`src/rtl/traffic_input_cond.sv`:
```
// traffic_input_cond
// Input-conditioning stage in front of the traffic-light controller.
// The raw push-button and vehicle-sensor pins are synchronised. They are
// then qualified against a shared prescaled sample tick:
//   - the push-button is debounced, and a request is latched that stays
//     set until the controller serves it;
//   - the vehicle sensor must be high for several ticks before presence
//     is reported, and presence drops on the first low sample.
// The sample tick is exported so that downstream timers run on the same
// time base.

module traffic_input_cond #(
    parameter int CLK_DIV   = 50,
    parameter int DEB_TICKS = 3,
    parameter int VS_HOLD   = 2
) (
    input  logic clk,
    input  logic rst,
    input  logic pb_raw,
    input  logic vs_raw,
    input  logic walk,
    output logic tick,
    output logic PB,
    output logic VS,
    output logic pb_db
);

    localparam int CW = (CLK_DIV > 1) ? $clog2(CLK_DIV) : 1;
    localparam int DW = $clog2(DEB_TICKS + 1);
    localparam int HW = $clog2(VS_HOLD + 1);

    localparam logic [CW-1:0] DIV_LAST = CW'(CLK_DIV - 1);
    localparam logic [DW-1:0] DEB_LAST = DW'(DEB_TICKS);
    localparam logic [HW-1:0] HOLD_MAX = HW'(VS_HOLD);

    logic          pb_m;
    logic          pb_s;
    logic          vs_m;
    logic          vs_s;
    logic [CW-1:0] div_cnt;
    logic          tick_now;
    logic [DW-1:0] deb_cnt;
    logic [DW-1:0] deb_inc;
    logic [HW-1:0] hold_cnt;
    logic [HW-1:0] hold_inc;
    logic          pb_db_q;
    logic          pb_rise;

    // Qualifying updates happen on the same edge that raises the registered
    // tick. As a result, pb_db and VS change together with tick.
    assign tick_now = (div_cnt == DIV_LAST);
    assign deb_inc  = deb_cnt + 1'b1;
    assign hold_inc = hold_cnt + 1'b1;
    assign pb_rise  = pb_db & ~pb_db_q;

    // Two-flop synchronisers for the asynchronous pins.
    always_ff @(posedge clk or negedge rst) begin
        if (!rst) begin
            pb_m <= 1'b0;
            pb_s <= 1'b0;
            vs_m <= 1'b0;
            vs_s <= 1'b0;
        end else begin
            pb_m <= pb_raw;
            pb_s <= pb_m;
            vs_m <= vs_raw;
            vs_s <= vs_m;
        end
    end

    // Prescaler: counts 0..CLK_DIV-1 and strobes tick on the wrap.
    // With CLK_DIV=1 the counter is always at its last value, so tick
    // stays high on every cycle.
    always_ff @(posedge clk or negedge rst) begin
        if (!rst) begin
            div_cnt <= '0;
            tick    <= 1'b0;
        end else begin
            tick <= tick_now;
            if (tick_now) begin
                div_cnt <= '0;
            end else begin
                div_cnt <= div_cnt + 1'b1;
            end
        end
    end

    // Push-button debounce: the state flips only after DEB_TICKS
    // consecutive disagreeing samples. Any sample that agrees with the
    // current state restarts the count.
    always_ff @(posedge clk or negedge rst) begin
        if (!rst) begin
            deb_cnt <= '0;
            pb_db   <= 1'b0;
        end else if (tick_now) begin
            if (pb_s == pb_db) begin
                deb_cnt <= '0;
            end else if (deb_inc == DEB_LAST) begin
                pb_db   <= ~pb_db;
                deb_cnt <= '0;
            end else begin
                deb_cnt <= deb_inc;
            end
        end
    end

    // Pedestrian request latch. It is set by a rising edge of the debounced
    // button and cleared while walk is green. Clear wins over set, so a
    // press made during walk green counts as already served.
    always_ff @(posedge clk or negedge rst) begin
        if (!rst) begin
            pb_db_q <= 1'b0;
            PB      <= 1'b0;
        end else begin
            pb_db_q <= pb_db;
            if (!walk) begin
                PB <= 1'b0;
            end else if (pb_rise) begin
                PB <= 1'b1;
            end
        end
    end

    // Vehicle presence: VS asserts after VS_HOLD consecutive high samples.
    // It drops on the first low sample, with no hysteresis on the drop.
    always_ff @(posedge clk or negedge rst) begin
        if (!rst) begin
            hold_cnt <= '0;
            VS       <= 1'b0;
        end else if (tick_now) begin
            if (vs_s) begin
                if (hold_cnt != HOLD_MAX) begin
                    hold_cnt <= hold_inc;
                end
                VS <= (hold_cnt == HOLD_MAX) || (hold_inc == HOLD_MAX);
            end else begin
                hold_cnt <= '0;
                VS       <= 1'b0;
            end
        end
    end

endmodule
```
`config.mk`:
```
export PLATFORM = sky130hd
export DESIGN_NAME = traffic_input_cond
export DESIGN_NICKNAME = d
export VERILOG_FILES = /design/src/rtl/traffic_input_cond.sv
export SDC_FILE = /design/constraint.sdc
export NUM_CORES = 1
export LEC_CHECK = 0
export CORE_MARGIN = 2
export CORE_UTILIZATION = 55
export DETAILED_ROUTE_END_ITERATION = 6
export PLACE_DENSITY = 0.76
export SYNTH_ARGS = -nofsm -noshare
export SYNTH_HDL_FRONTEND = slang
export SYNTH_SLANG_ARGS = --single-unit
```
`constraint.sdc`:
```
create_clock -name clk -period 4.6 [get_ports clk]
set_input_delay 1.38 -clock clk [delete_from_list [all_inputs] [get_ports clk]]
set_output_delay 1.38 -clock clk [all_outputs]
set_load 0.1 [all_outputs]
```
### Yosys cells after proc, flatten, opt, wreduce, memory -nomap -nowiden

Index checks and enable logic that the tools add are counted.

| storage, ports and cells | value |
|---|---|
| bits in registers | 19 |
| input port bits | 5 |
| output and inout bits | 4 |
| word-level logic and storage cells | 38 |

| cells by class | value |
|---|---|
| $add $sub $neg | 3 |
| equality and inequality tests | 8 |
| multiplexer cells | 8 |
| bitwise logic cells | 4 |
| reduce and logical (&&, ||, !) cells | 3 |

Operators with widths:

| kind | number |
|---|---|
| $mux 2 | 4 |
| $add 6x1->6 const B | 1 |
| $eq 2x2->1 const B | 3 |
| $eq 6x6->1 const B | 1 |
| $mux 6 | 1 |
| $add 2x1->2 const B | 2 |
| $ne 2x1->1 const B | 2 |
| $mux 1 | 3 |
| $not 1->1 | 3 |
| $reduce_and 3->1 | 1 |
| $ne 2x2->1 const B | 1 |
| $reduce_and 2->1 | 1 |
| $and 1x1->1 | 1 |
| $eq 1x1->1 | 1 |
| $logic_or 1x1->1 | 1 |

### Longest topological paths before layout

Gate-level depths: netlist (run 1).

| logic depth | value |
|---|---|
| word-level depth | 4 |
| gate-level depth with buffers | 6 |

### Least setup slack after synthesis (run 1)

OpenSTA, ideal clock, no wires.

| timing | value |
|---|---|
| path type | register to output |
| start | register pb_db |
| end | output port pb_db |
| data arrival time | 0.944 ns |
| slack | 2.276 ns |
| stages on the path, launching flop included | 1 |
| buffers on the path | 0 |
| cell sequence | dfrtp_1 |

RTL lines:

| element | line | RTL |
|---|---|---|
| start, declared | 25 | `output logic pb_db` |
| start signal, assigned | 99 | `pb_db <= ~pb_db;` |

No word-level cell between the ends.

### Final worst setup path (run 1)

| timing | value |
|---|---|
| start | register pb_db |
| end | output port pb_db |

No word-level cell between the ends.

==> metrics, run 1 <==
TritonCTS clock tree built; Crit. Startpoint pb_db$_DFFE_PN0P_; Max Cap Violations 0; Worst Path Max Fanout 5; area growth from synthesis to layout 15.5%; final net count 83; initial antenna violation count 0; CP Capture Point pb_db; Post-CTS Setup Bufs 0; # IOs 9; Post-DRT Antenna Nets 0; FP Rows 13; worst path cell trace clkdlybuf4s50_1; Largest Register div_cnt; pre-CTS setup slack 1680 ps; PostCTS Resize Cnt 0; Final min period 3240 ps; DIE AREA 1800 um^2; CP Depth 1; synthesized area per cell 13.1 um^2; Post-Synthesis Cells 62; YS warnings 0; measured slew at the worst slew-check pin 965 ps; Int Power 206 uW; Distinct cells, synth 29; Routed WL per cell 12.4 um; Final WS setup 1360 ps; Filler cells 104; min-delay worst type register to register; LEAKAGE 0.000435 uW; CP arrival 1860 ps; DRT Pass-1 Iters 4; CTS clk-pin slew, worst paths 100 ps; Max Root-Sink Buffers 2; critical path type register to primary output; peak supply drop 0.187 mV; Comb power frac 0.034; clock root cell clkbuf_4; Critical R2R Capture pb_db$_DFFE_PN0P_; IO Port Bufs 8; first-pass GRT wire length 2100 um; CP delay by family, top buffers and inverters; CORE AREA 1330 um^2; Worst Skew 3.27 ps; Reg2Reg Launch Point div_cnt[1]$_DFF_PN0_; fmax 309 MHz; footprint of the multi-input gates 318 um^2; PD cells 276 nW/um^2; R2R depth 5; Max stage delay on crit path 1150 ps; RSZ-0062 raised after global routing false; largest net degree at the start of global routing 20; Seq/Total Area, Yosys 0.585; CTS buffer count 3; worst skew pair latency 290 ps; share of cells above drive strength 1 0.176; Hold WS 357 ps; routed wire length 1100 um; fin crit share 0.704; Slew HR 0.355; initial core utilization 0.610; vias in the first global route 482; Worst Hold Path Cells 0; clock power share 0.312; Post-CTS Hold Buffers 0; max reg flops 6; ant diodes 0; Slew Viols, Final 0; Detailed Route Iter0 Violations 10; H-tree depth 1; Largest regs div_cnt x6, deb_cnt x2, hold_cnt x2; Post-route DRC 0; startpoint types register; Final Hold Fails 0; clk sinks 19; Sequential Power Share 0.654; Required @ worst endpoint 3220 ps; total gr overflow 0; Worst Setup End Kind primary output; via/cell ratio 5.46; Final Wtd Congestion 0.689; Detailed Place HPWL 841 um; Sw Share 0.206; CP max-delay cell clkdlybuf4s50_1; Synth Net Count 70; setup TNS 0 ps; DR vias 486; FF+latch count, synth 19; die span in x 42.5 um; Post-Syn Area 813 um^2; Psw 53.5 uW; endpoints failing setup 0; die height 42.5 um; status finished, final reports clean; worst reg2reg setup slack 3000 ps; Total GRT Usage 0.156; WP buf/inv 1; register cell area after layout 475 um^2
[metrics by stage]
step / area [um^2] / total power (uW) / cells / utilization
2_1_floorplan: 813 / 175 / 62 / -
3_3_place_gp: 912 / 182 / 85 / 0.684
3_5_place_dp: 912 / 182 / 85 / 0.684
4_1_cts: 940 / 263 / 89 / 0.705
5_1_grt: 940 / 268 / 89 / 0.705
6_report: 940 / 259 / 89 / 0.705
[synth_stat cells]
cell type | instances | area share
nand2b_4 | 1 | 0.017
o41ai_2 | 1 | 0.020
or2_4 | 1 | 0.011
nand3_1 | 2 | 0.012
inv_1 | 3 | 0.014
a21oi_1 | 1 | 0.0061
dfrtp_1 | 19 | 0.58
nor4b_2 | 1 | 0.018
nor2b_1 | 1 | 0.0077
or3_1 | 1 | 0.0077
o21a_1 | 1 | 0.0092
nand2b_1 | 1 | 0.0077
o31ai_1 | 2 | 0.018
xnor2_1 | 3 | 0.032
nor3_1 | 1 | 0.0061
o211ai_1 | 1 | 0.0092
mux2i_1 | 1 | 0.012
nand3b_4 | 1 | 0.025
nand2_1 | 2 | 0.0092
and2_1 | 1 | 0.0077
inv_6 | 1 | 0.011
o21ai_0 | 3 | 0.018
ha_1 | 3 | 0.046
nand4_1 | 1 | 0.0077
mux2_4 | 1 | 0.018
nor2_1 | 5 | 0.023
o31ai_2 | 1 | 0.015
mux2_2 | 1 | 0.014
xor2_1 | 1 | 0.011
[logic make-up (layout without fill, tap and decap cells)]
kind of cell	Yosys count	in the layout	synth area share
XOR/XNOR	4	4	0.0431
AND/OR/NAND/NOR	19	19	0.160
multiplexers	3	3	0.0446
adder cells (fa/ha/maj)	3	3	0.0462
buffers and inverters	4	16	0.0246
AO/OA/AOI/OAI	10	10	0.0969
flip-flops	19	19	0.585
[cell usage in the layout, fill, tap and decap left out]
master,n
and2_1,1
nor2_1,5
xnor2_1,3
clkdlybuf4s50_1,8
o21a_1,1
nand3_1,2
o31ai_1,2
nor4b_2,1
o21ai_0,3
clkinv_2,1
nand2b_4,1
or2_4,1
clkbuf_4,3
inv_1,3
o211ai_1,1
nand3b_4,1
nand2b_1,1
a21oi_1,1
nand4_1,1
ha_1,3
o41ai_2,1
nand2_1,2
o31ai_2,1
xor2_1,1
nor3_1,1
dfrtp_1,19
or3_1,1
mux2_2,1
mux2i_1,1
mux2_4,1
inv_6,1
nor2b_1,1
[layout make-up]
cell class / count / share of cell area
Inverter: 4 / 0.0213
Sequential cell: 19 / 0.506
Multi-Input combinational cell: 39 / 0.338
Timing Repair Buffer: 8 / 0.0852
Tap cell: 15 / 0.0200
Clock buffer: 3 / 0.0240
Clock inverter: 1 / 0.00533
[worst min path at each step]
stage / from / end / slack [ps]
floorplan: pb_m$_DFF_PN0_ / pb_s$_DFF_PN0_ / 330
global placement: pb_m$_DFF_PN0_ / pb_s$_DFF_PN0_ / 330
detailed placement: pb_m$_DFF_PN0_ / pb_s$_DFF_PN0_ / 330
CTS: pb_m$_DFF_PN0_ / pb_s$_DFF_PN0_ / 360
global route: pb_m$_DFF_PN0_ / pb_s$_DFF_PN0_ / 380
finish: vs_m$_DFF_PN0_ / vs_s$_DFF_PN0_ / 360
[power groups by stage]
stage | Combinational, uW | Clock [uW] | Sequential (uW)
floorplan | 2.32 | 0 | 173
global placement | 8.97 | 0 | 173
detailed placement | 9.05 | 0 | 173
CTS | 9.11 | 84.9 | 169
global route | 10.1 | 88.5 | 170
finish | 8.68 | 80.9 | 169
[layer usage]
layer | global-route usage | routed length (um)
met4 | 0.0750 | 18
met3 | 0.0259 | 48
met5 | 0 | 0
met1 | 0.210 | 550
met2 | 0.243 | 486
(Power assumes the default switching activity.)
==> run 2, diff against run 1 <==
CORE_UTILIZATION = 52   (was 55)
PLACE_DENSITY = 0.73   (was 0.76)
clock period = 3.2 ns   (was 4.6 ns; I/O delays follow)
==> run 2 against run 1 <==
Effect of this change: cell area is 1.1% lower; non-clock buffer count stayed put; core utilization is 8.0 points lower.
==> metrics, run 2 (synthesis gave the netlist of run 1 again) <==
CP arrival 1020 ps (-840 ps); Worst Setup End Kind primary output; most frequent cells in the layout dfrtp_1, nor2_1, clkdlybuf4s50_1, buf_4; PD cells 399 nW/um^2 (+45%); Crit. Startpoint pb_db$_DFFE_PN0P_; die span in x 43.5 um (+2.6%); TritonCTS clock tree built; # IOs 9 (unchanged); Post-CTS Hold Buffers 0 (unchanged); PostCTS Resize Cnt 0 (unchanged); Min-Delay Startpoint vs_m$_DFF_PN0_; Post-DRT Antenna Nets 0 (unchanged); first-pass GRT wire length 1950 um (-6.9%); CP delay by family, top flip-flops; peak supply drop 0.233 mV (+24%); initial antenna violation count 0 (unchanged); Largest regs div_cnt x6, deb_cnt x2, hold_cnt x2; Hold EP vs_s$_DFF_PN0_; Largest Register div_cnt; initial core utilization 0.546 (-0.0635); ant diodes 0 (unchanged); Final Hold Fails 0 (unchanged); LEAKAGE 0.000440 uW (+1.3%); critical path type register to primary output; Total GRT Usage 0.141 (-0.0151); vias in the first global route 468 (-2.9%); die height 43.5 um (+2.6%); clock root cell clkbuf_4; Required @ worst endpoint 2240 ps (-980 ps); Slew Viols, Final 0 (unchanged); startpoint types register; clk sinks 19 (unchanged); Final min period 1980 ps; worst skew pair latency 280 ps (about the same); measured slew at the worst slew-check pin 801 ps (-164 ps); via/cell ratio 5.28 (-3.3%); R2R depth 6 (+1); Reg2Reg Launch Point div_cnt[1]$_DFF_PN0_; Critical R2R Capture deb_cnt[0]$_DFFE_PN0N_; WP buf/inv 1 (unchanged); Worst Path Max Fanout 5 (unchanged); routed wire length 1110 um (about the same); CORE AREA 1490 um^2 (+12%); share of cells above drive strength 1 0.216 (+0.0405); CP max-delay cell dfrtp_1; Max Cap Violations 0 (unchanged); largest net degree at the start of global routing 20 (unchanged); Post-route DRC 0 (unchanged); setup TNS 0 ps (unchanged); Post-CTS Setup Bufs 0 (unchanged); final net count 83 (unchanged); worst reg2reg setup slack 1600 ps (-1400 ps); endpoints failing setup 0 (unchanged); Slew HR 0.465 (+0.110); DRT Pass-1 Iters 4 (unchanged); RSZ-0062 raised after global routing false; max reg flops 6 (unchanged); CTS buffer count 3 (unchanged); DIE AREA 1900 um^2 (+5.2%); area growth from synthesis to layout 14.3%; H-tree depth 1 (unchanged); Design Power 371 uW (+43%); Worst Skew 1.35 ps (-1.92 ps); commonest non-fill, non-tap cell in the layout dfrtp_1; status finished, final reports clean; Max stage delay on crit path 420 ps (-730 ps); Detailed Place HPWL 807 um (-4.0%); fmax 506 MHz; CTS clk-pin slew, worst paths 100 ps (about the same); Max Root-Sink Buffers 2 (unchanged); Routed WL per cell 12.3 um (-1.0%); min-delay worst type register to register; Detailed Route Iter0 Violations 4 (-6); fin crit share 0.618; DR vias 475 (-2.3%); Worst Hold Path Cells 0 (unchanged); total gr overflow 0 (unchanged); IO Port Bufs 8 (unchanged); Final Wtd Congestion 0.706 (+2.5%); FP Rows 14 (+1); worst path cell trace buf_4
[run 2: cell type report]
type / instances / area (um^2)
Inverter: 4 / 20.0
Tap cell: 16 / 20.0
Timing Repair Buffer: 8 / 70.1
Fill cell: 124 / 559
Clock buffer: 4 / 26.3
Multi-Input combinational cell: 39 / 318
Sequential cell: 19 / 475
[run 2: power breakdown]
group	leakage [uW]	switching [uW]	internal, uW
sequential	0.000243	0.989	243
clock	0.0000150	66.6	48.4
combinational	0.000182	6.47	6.30
total	0.000440	74.0	297
[run 2: worst max path at each step]
stage | to | slack, ps | cells past startpoint
finish | pb_db | 1220 | 1
global route | pb_db | 1150 | 1
CTS | pb_db | 1190 | 1
detailed placement | vs_s$_DFF_PN0_ | 1150 | 1
global placement | div_cnt[5]$_DFF_PN0_ | 1190 | 1
floorplan | pb_db | 1300 | 0
[run 2: metal layers]
metal	global-route usage	wire (um)	vias to the layer above
met3	0.0292	42	2
met5	0	0	-
met1	0.187	524	227
met4	0.0727	6	0
met2	0.218	530	6
li1	-	-	240
[run 2: through the flow]
stage / area (um^2) / setup WS [ps] / cells / util / hold slack, ps
4_1_cts: 930 / 1190 / 90 / 0.624 / 361
6_report: 930 / 1220 / 90 / 0.624 / 360
5_1_grt: 930 / 1150 / 90 / 0.624 / 380
3_3_place_gp: 903 / 1190 / 86 / 0.607 / 333
2_1_floorplan: 813 / 1300 / 62 / - / 331
3_5_place_dp: 903 / 1150 / 86 / 0.607 / 338
==> run 3, diff against run 2 <==
CORE_UTILIZATION = 47   (was 52)
PLACE_DENSITY = 0.69   (was 0.73)
clock period = 1.6 ns   (was 3.2 ns; I/O delays follow)
==> run 3 against run 2 <==
Effect of this change: sequential share of layout area is 4.1 points lower; register-to-register slack worse by 1500 ps; non-clock buffer count is 4 higher; critical path type is now register to register; largest cell class unchanged; highest routed layer unchanged.
==> metrics, run 3 (synthesis gave the netlist of run 1 again) <==
status finished, final reports clean; CORE AREA 1670 um^2 (+12%); Max Cap Violations 0 (unchanged); Final min period 1500 ps; Comb power frac 0.036 (+0.002); R2R depth 6 (unchanged); fin crit share 0.938; TritonCTS clock tree built; initial core utilization 0.487 (-0.0593); DRT Pass-1 Iters 2 (-2); GRT busiest layer met1; GR Util met2 0.172 (-0.0458); Post-CTS Hold Buffers 0 (unchanged); Psw 160 uW (+120%); Int Power 592 uW (+99%); IO Port Bufs 8 (unchanged); Largest Register div_cnt; clock power share 0.316 (+0.006); die height 45.6 um (+4.7%); share of cells above drive strength 1 0.282 (+0.0658); Worst Setup End Kind register; Total GRT Usage 0.134 (-0.00652); largest net degree at the start of global routing 20 (unchanged); total gr overflow 0 (unchanged); final net count 87 (+4.8%); Final Wtd Congestion 0.753 (+6.6%); H-tree depth 1 (unchanged); Final Hold Fails 0 (unchanged); Sw Share 0.212 (+0.0128); CTS clk-pin slew, worst paths 110 ps (about the same); die span in x 45.6 um (+4.7%); Crit. Startpoint div_cnt[1]$_DFF_PN0_; Slew HR 0.820 (+0.355); ant diodes 0 (unchanged); CP Capture Point deb_cnt[0]$_DFFE_PN0N_; Final Non-Filler Cells 95 (+5.6%); placed cell count 91 (+5.8%); Slew Viols, Final 0 (unchanged); vias in the first global route 430 (-8.1%); peak supply drop 0.680 mV (+190%); clock root cell clkbuf_4; critical path type register to register; RSZ-0062 raised after global routing false; most frequent cells in the layout dfrtp_1, nor2_1, clkdlybuf4s50_1, buf_12, buf_4; Largest regs div_cnt x6, deb_cnt x2, hold_cnt x2; commonest non-fill, non-tap cell in the layout dfrtp_1; endpoints failing setup 0 (unchanged); Post-DRT Antenna Nets 0 (unchanged); routed wire length 1150 um (+3.6%); worst skew pair latency 290 ps (about the same); met3 Resource Use GR 0.0238 (-0.00536); LEAKAGE 0.000472 uW (+7.2%); setup TNS 0 ps (unchanged); Worst Path Max Fanout 7 (+2); DR vias 476 (+0.21%); met1 Resource Use GR 0.195 (+0.00812); max reg flops 6 (unchanged); PostCTS Resize Cnt 0 (unchanged); initial antenna violation count 0 (unchanged); PD cells 742 nW/um^2 (+86%); CP delay by family, top simple AND/OR/NAND/NOR gates; worst reg2reg setup slack 100 ps (-1500 ps); clk sinks 19 (unchanged); Design Power 752 uW (+100%); Hold WS 358 ps (-2.02 ps); DIE AREA 2080 um^2 (+9.6%); Required @ worst endpoint 1790 ps (-450 ps); # IOs 9 (unchanged); via/cell ratio 5.01 (-5.1%); WP buf/inv 2 (+1); min-delay worst type register to register; Reg2Reg Launch Point div_cnt[1]$_DFF_PN0_; FP Rows 15 (+1); area growth from synthesis to layout 24.6%; CP max-delay cell dfrtp_1; Post-CTS Setup Bufs 0 (unchanged); Sequential Power Share 0.648 (-0.008); startpoint types register; CP arrival 1690 ps (+670 ps); measured slew at the worst slew-check pin 269 ps (-532 ps); Post-route DRC 0 (unchanged); Detailed Place HPWL 875 um (+8.5%); Routed WL per cell 12.1 um (-1.8%); CTS buffer count 3 (unchanged); first-pass GRT wire length 1900 um (-2.5%); Filler cells 131 (+5.6%); worst path cell trace inv_1 > ha_1 > nand3b_4 > or2_4 > inv_6 > mux2_4; fmax 666 MHz; Detailed Route Iter0 Violations 4 (unchanged); Worst Skew 3.12 ps (+1.77 ps); Max Root-Sink Buffers 2 (unchanged); CP Depth 6 (+5); Max stage delay on crit path 390 ps (-30 ps); Critical R2R Capture deb_cnt[0]$_DFFE_PN0N_
==> run 3: cell types whose count changed in the layout (fill, tap and decap cells not counted), sizes merged <==
cell,change
buf,+4
clkbuf,-1
clkinv,+1
==> run 3: area by class of cell <==
| type | count | area, um^2 | area share |
|---|---|---|---|
| Clock inverter | 1 | 5.00 | 0.00494 |
| Clock buffer | 3 | 22.5 | 0.0222 |
| Sequential cell | 19 | 477 | 0.470 |
| Tap cell | 17 | 21.3 | 0.0210 |
| Inverter | 4 | 20.0 | 0.0198 |
| Timing Repair Buffer | 12 | 150 | 0.148 |
| Multi-Input combinational cell | 39 | 318 | 0.314 |
==> run 3: worst register-to-register path: cells and delay by family (launching register included) <==
| kind | cells | cell delay [ps] |
|---|---|---|
| fa+ha+maj | 1 | 180 |
| simple gates | 2 | 410 |
| buf+inv | 2 | 130 |
| mux | 1 | 290 |
| flops | 1 | 390 |
==> run 3: per-layer routing <==
layer	share of wire	vias up
met5	0	-
met4	0.027	0
met3	0.023	4
met2	0.43	7
met1	0.52	221
li1	-	244
==> run 3: metrics by stage <==
step,setup slack (ps),instance area (um^2),utilization
3_5_place_dp,72.0,986,0.590
4_1_cts,65.9,1010,0.607
5_1_grt,17.0,1010,0.607
3_3_place_gp,107,986,0.590
2_1_floorplan,104,815,-
6_report,98.7,1010,0.607
==> run 3: power by group through the flow <==
stage	clock [uW]	sequential, uW	combinational [uW]
5_1_grt	262	488	30.8
4_1_cts	249	487	28.4
6_report	238	487	27.3
3_3_place_gp	0	497	28.0
3_5_place_dp	0	497	28.3
2_1_floorplan	0	496	6.66
==> run 3: worst min-delay path by stage <==
stage                   startpoint             end  cells past startpoint
global placement    pb_m$_DFF_PN0_  pb_s$_DFF_PN0_                      0
floorplan                      rst  PB$_DFFE_PN0P_                      0
global route        vs_m$_DFF_PN0_  vs_s$_DFF_PN0_                      0
CTS                 vs_m$_DFF_PN0_  vs_s$_DFF_PN0_                      0
detailed placement  vs_m$_DFF_PN0_  vs_s$_DFF_PN0_                      0
finish              vs_m$_DFF_PN0_  vs_s$_DFF_PN0_                      0
==> RTL change (settings of run 3) <==
Change the parameter `VS_HOLD` from 2 to 4.
--- a/src/rtl/traffic_input_cond.sv
+++ b/src/rtl/traffic_input_cond.sv
@@ -13,5 +13,5 @@
     parameter int CLK_DIV   = 50,
     parameter int DEB_TICKS = 3,
-    parameter int VS_HOLD   = 2
+    parameter int VS_HOLD   = 4
 ) (
     input  logic clk,
Formal check against the unedited RTL: same outputs for any inputs over 10 cycles, from zero or initial values and one cycle with rst low; that may be too few to reach the edited logic, so the function may still have changed.
==> RTL change against run 3 <==
- sequential cell count up 1
- routed wire length up 20%
- power up 28%
- synthesized cell count up 15%
- synthesized area up 7.4%
- setup slack worse by 0.018 ns
- highest routed layer unchanged
- fmax down 1.2%
- final area up 7.0%
==> RTL change: results (changes against run 3) <==
* **run status** finished clean
* **Max Fanout on Critical Path** 3, -4
* **number of buffers between clock root and the deepest sink** 2, unchanged
* **primary flip-flop cell chosen by synthesis mapping** sky130_fd_sc_hd__dfrtp_1
* **most area-consuming cells after synthesis** sky130_fd_sc_hd__dfrtp_1 (57%), sky130_fd_sc_hd__ha_1 (7.2%), sky130_fd_sc_hd__a22o_1 (3.0%), sky130_fd_sc_hd__xnor2_1 (3.0%), sky130_fd_sc_hd__nand3_1 (2.9%)
* **max-slew headroom at the worst pin** 0.822, +0.00255
* **number of global-route vias before repair** 574, +33%
* **setup total negative slack** 0 ns, unchanged
* **ratio of cells with drive above 1 in the final layout** 0.167, -0.115
* **path category of the worst min-delay check** reg2reg
* **Worst EP arrival** 1.72 ns, +0.03 ns
* **count of different cell masters after synthesis** 24, -17%
* **average footprint of a synthesized cell** 12.3 sq um, -6.2%
* **post-CTS setup buffer count** 0, unchanged
* **Total Routed Length** 1380 um, +20%
* **number of cells on the worst reg-to-reg path** 5, -1
* **number of buffers added by the clock tree synthesis step** 3, unchanged
* **sequential element share of the synthesized area** 0.573, -0.0115
* **H-tree levels** 1, unchanged
* **Synth Net Count** 81, +16%
* **buffer type at the clock tree root** sky130_fd_sc_hd__clkbuf_4
* **largest clock skew in the final design** 0.00154 ns, -0.00158 ns
* **Final GP Congestion** 0.744, -1.2%
* **final cell count without fillers** 109, +15%
* **Worst VDD drop** 0.000462 V, -32%
* **Overall Global Routing Usage** 0.160, +0.0257
* **number of nets in the finished design** 95, +9.2%
* **count of instances resized after the clock tree is built** 0, unchanged
* **top cell types by occurrence after synthesis** sky130_fd_sc_hd__dfrtp_1 (20), sky130_fd_sc_hd__ha_1 (5), sky130_fd_sc_hd__inv_1 (5), sky130_fd_sc_hd__nand3_1 (5), sky130_fd_sc_hd__nor2_1 (5)
* **Skew-Pair Late Insertion Delay** 0.30 ns
* **Inst Count DP** 105, +15%
* **leakage power summed over all cells** 0.508 nW, +7.7%
* **dpl hpwl** 993 um, +13%
* **maximum number of pins on one net before global-route repair** 21, +5.0%
* **top flop regs** div_cnt x6, hold_cnt x3, deb_cnt x2
* **number of diodes added for antenna fixing** 0, unchanged
* **instance count along the most critical hold path** 0, unchanged
* **vias per cell** 5.10, +1.8%
* **initial antenna violation count** 0, unchanged
* **synthesis warning total** 0, unchanged
* **wire length of the first global-routing pass** 2410 um, +26%
* **count of port buffers added during placement** 8, unchanged
* **Hold-fix buffers, CTS** 0, unchanged
* **number of optimization iterations in the first detailed-route pass** 4, +2
* **Starting DRT DRC Count** 6, +2
* **internal power contribution** 0.779 mW, +31%
* **clock slew seen by the registers of the worst setup and hold paths** 0.12 ns
[RTL change: layout make-up]
cell class	count	area (sq um)
Sequential cell	20	500
Clock inverter	1	30.0
Timing Repair Buffer	9	128
Inverter	5	18.8
Tap cell	25	31.3
Multi-Input combinational cell	46	354
Clock buffer	3	22.5
Fill cell	154	661
[RTL change: power by group through the flow]
stage	Combinational (mW)	Clock, mW	Sequential [mW]
after floorplan	0.00719	0	0.523
after global placement	0.0290	0	0.523
after detailed placement	0.0297	0	0.523
after CTS	0.0296	0.424	0.513
after global routing	0.0327	0.453	0.514
final	0.0284	0.420	0.513
[RTL change: path summary, 6_finish.rpt]
kind	from	slack, ns	end
setup / recovery	div_cnt[1]$_DFF_PN0_	0.08	pb_db$_DFFE_PN0P_
hold / removal	pb_m$_DFF_PN0_	0.37	pb_s$_DFF_PN0_
setup reg to reg	div_cnt[1]$_DFF_PN0_	0.08	pb_db$_DFFE_PN0P_
hold reg to reg	pb_m$_DFF_PN0_	0.37	pb_s$_DFF_PN0_
max in group asynchronous	rst	0.91	tick$_DFF_PN0_
min in group asynchronous	rst	0.49	deb_cnt[1]$_DFFE_PN0N_
[RTL change: per-stage QoR]
stage	total power [mW]	instance area, sq um	setup WS [ns]
after floorplan	0.530	873	0.0989
after global placement	0.552	1030	0.159
after detailed placement	0.553	1030	0.0965
after CTS	0.967	1080	0.0761
after global routing	1.00	1080	0.0123
final	0.962	1080	0.0809
[RTL change: worst max-delay path, cell delays in order (launching register included)]
cell                       delay [ns]
sky130_fd_sc_hd__dfrtp_1         0.42
sky130_fd_sc_hd__inv_1           0.06
sky130_fd_sc_hd__ha_1            0.18
sky130_fd_sc_hd__nand4b_1        0.15
sky130_fd_sc_hd__nor4b_2         0.26
sky130_fd_sc_hd__mux2_2          0.36
[RTL change: kinds of logic after synthesis]
group	share of synthesized area
AND/OR/NAND/NOR	0.155
flip-flops	0.573
AO/OA/AOI/OAI	0.0917
XOR/XNOR	0.0502
buffers and inverters	0.0215
adder cells (fa/ha/maj)	0.0716
multiplexers	0.0372
[RTL change: per-layer routing]
layer	part of all wire	GRT usage
met1	0.49	0.204
met2	0.47	0.252
met3	0.031	0.0462
met4	0.0094	0.0722
met5	0	0
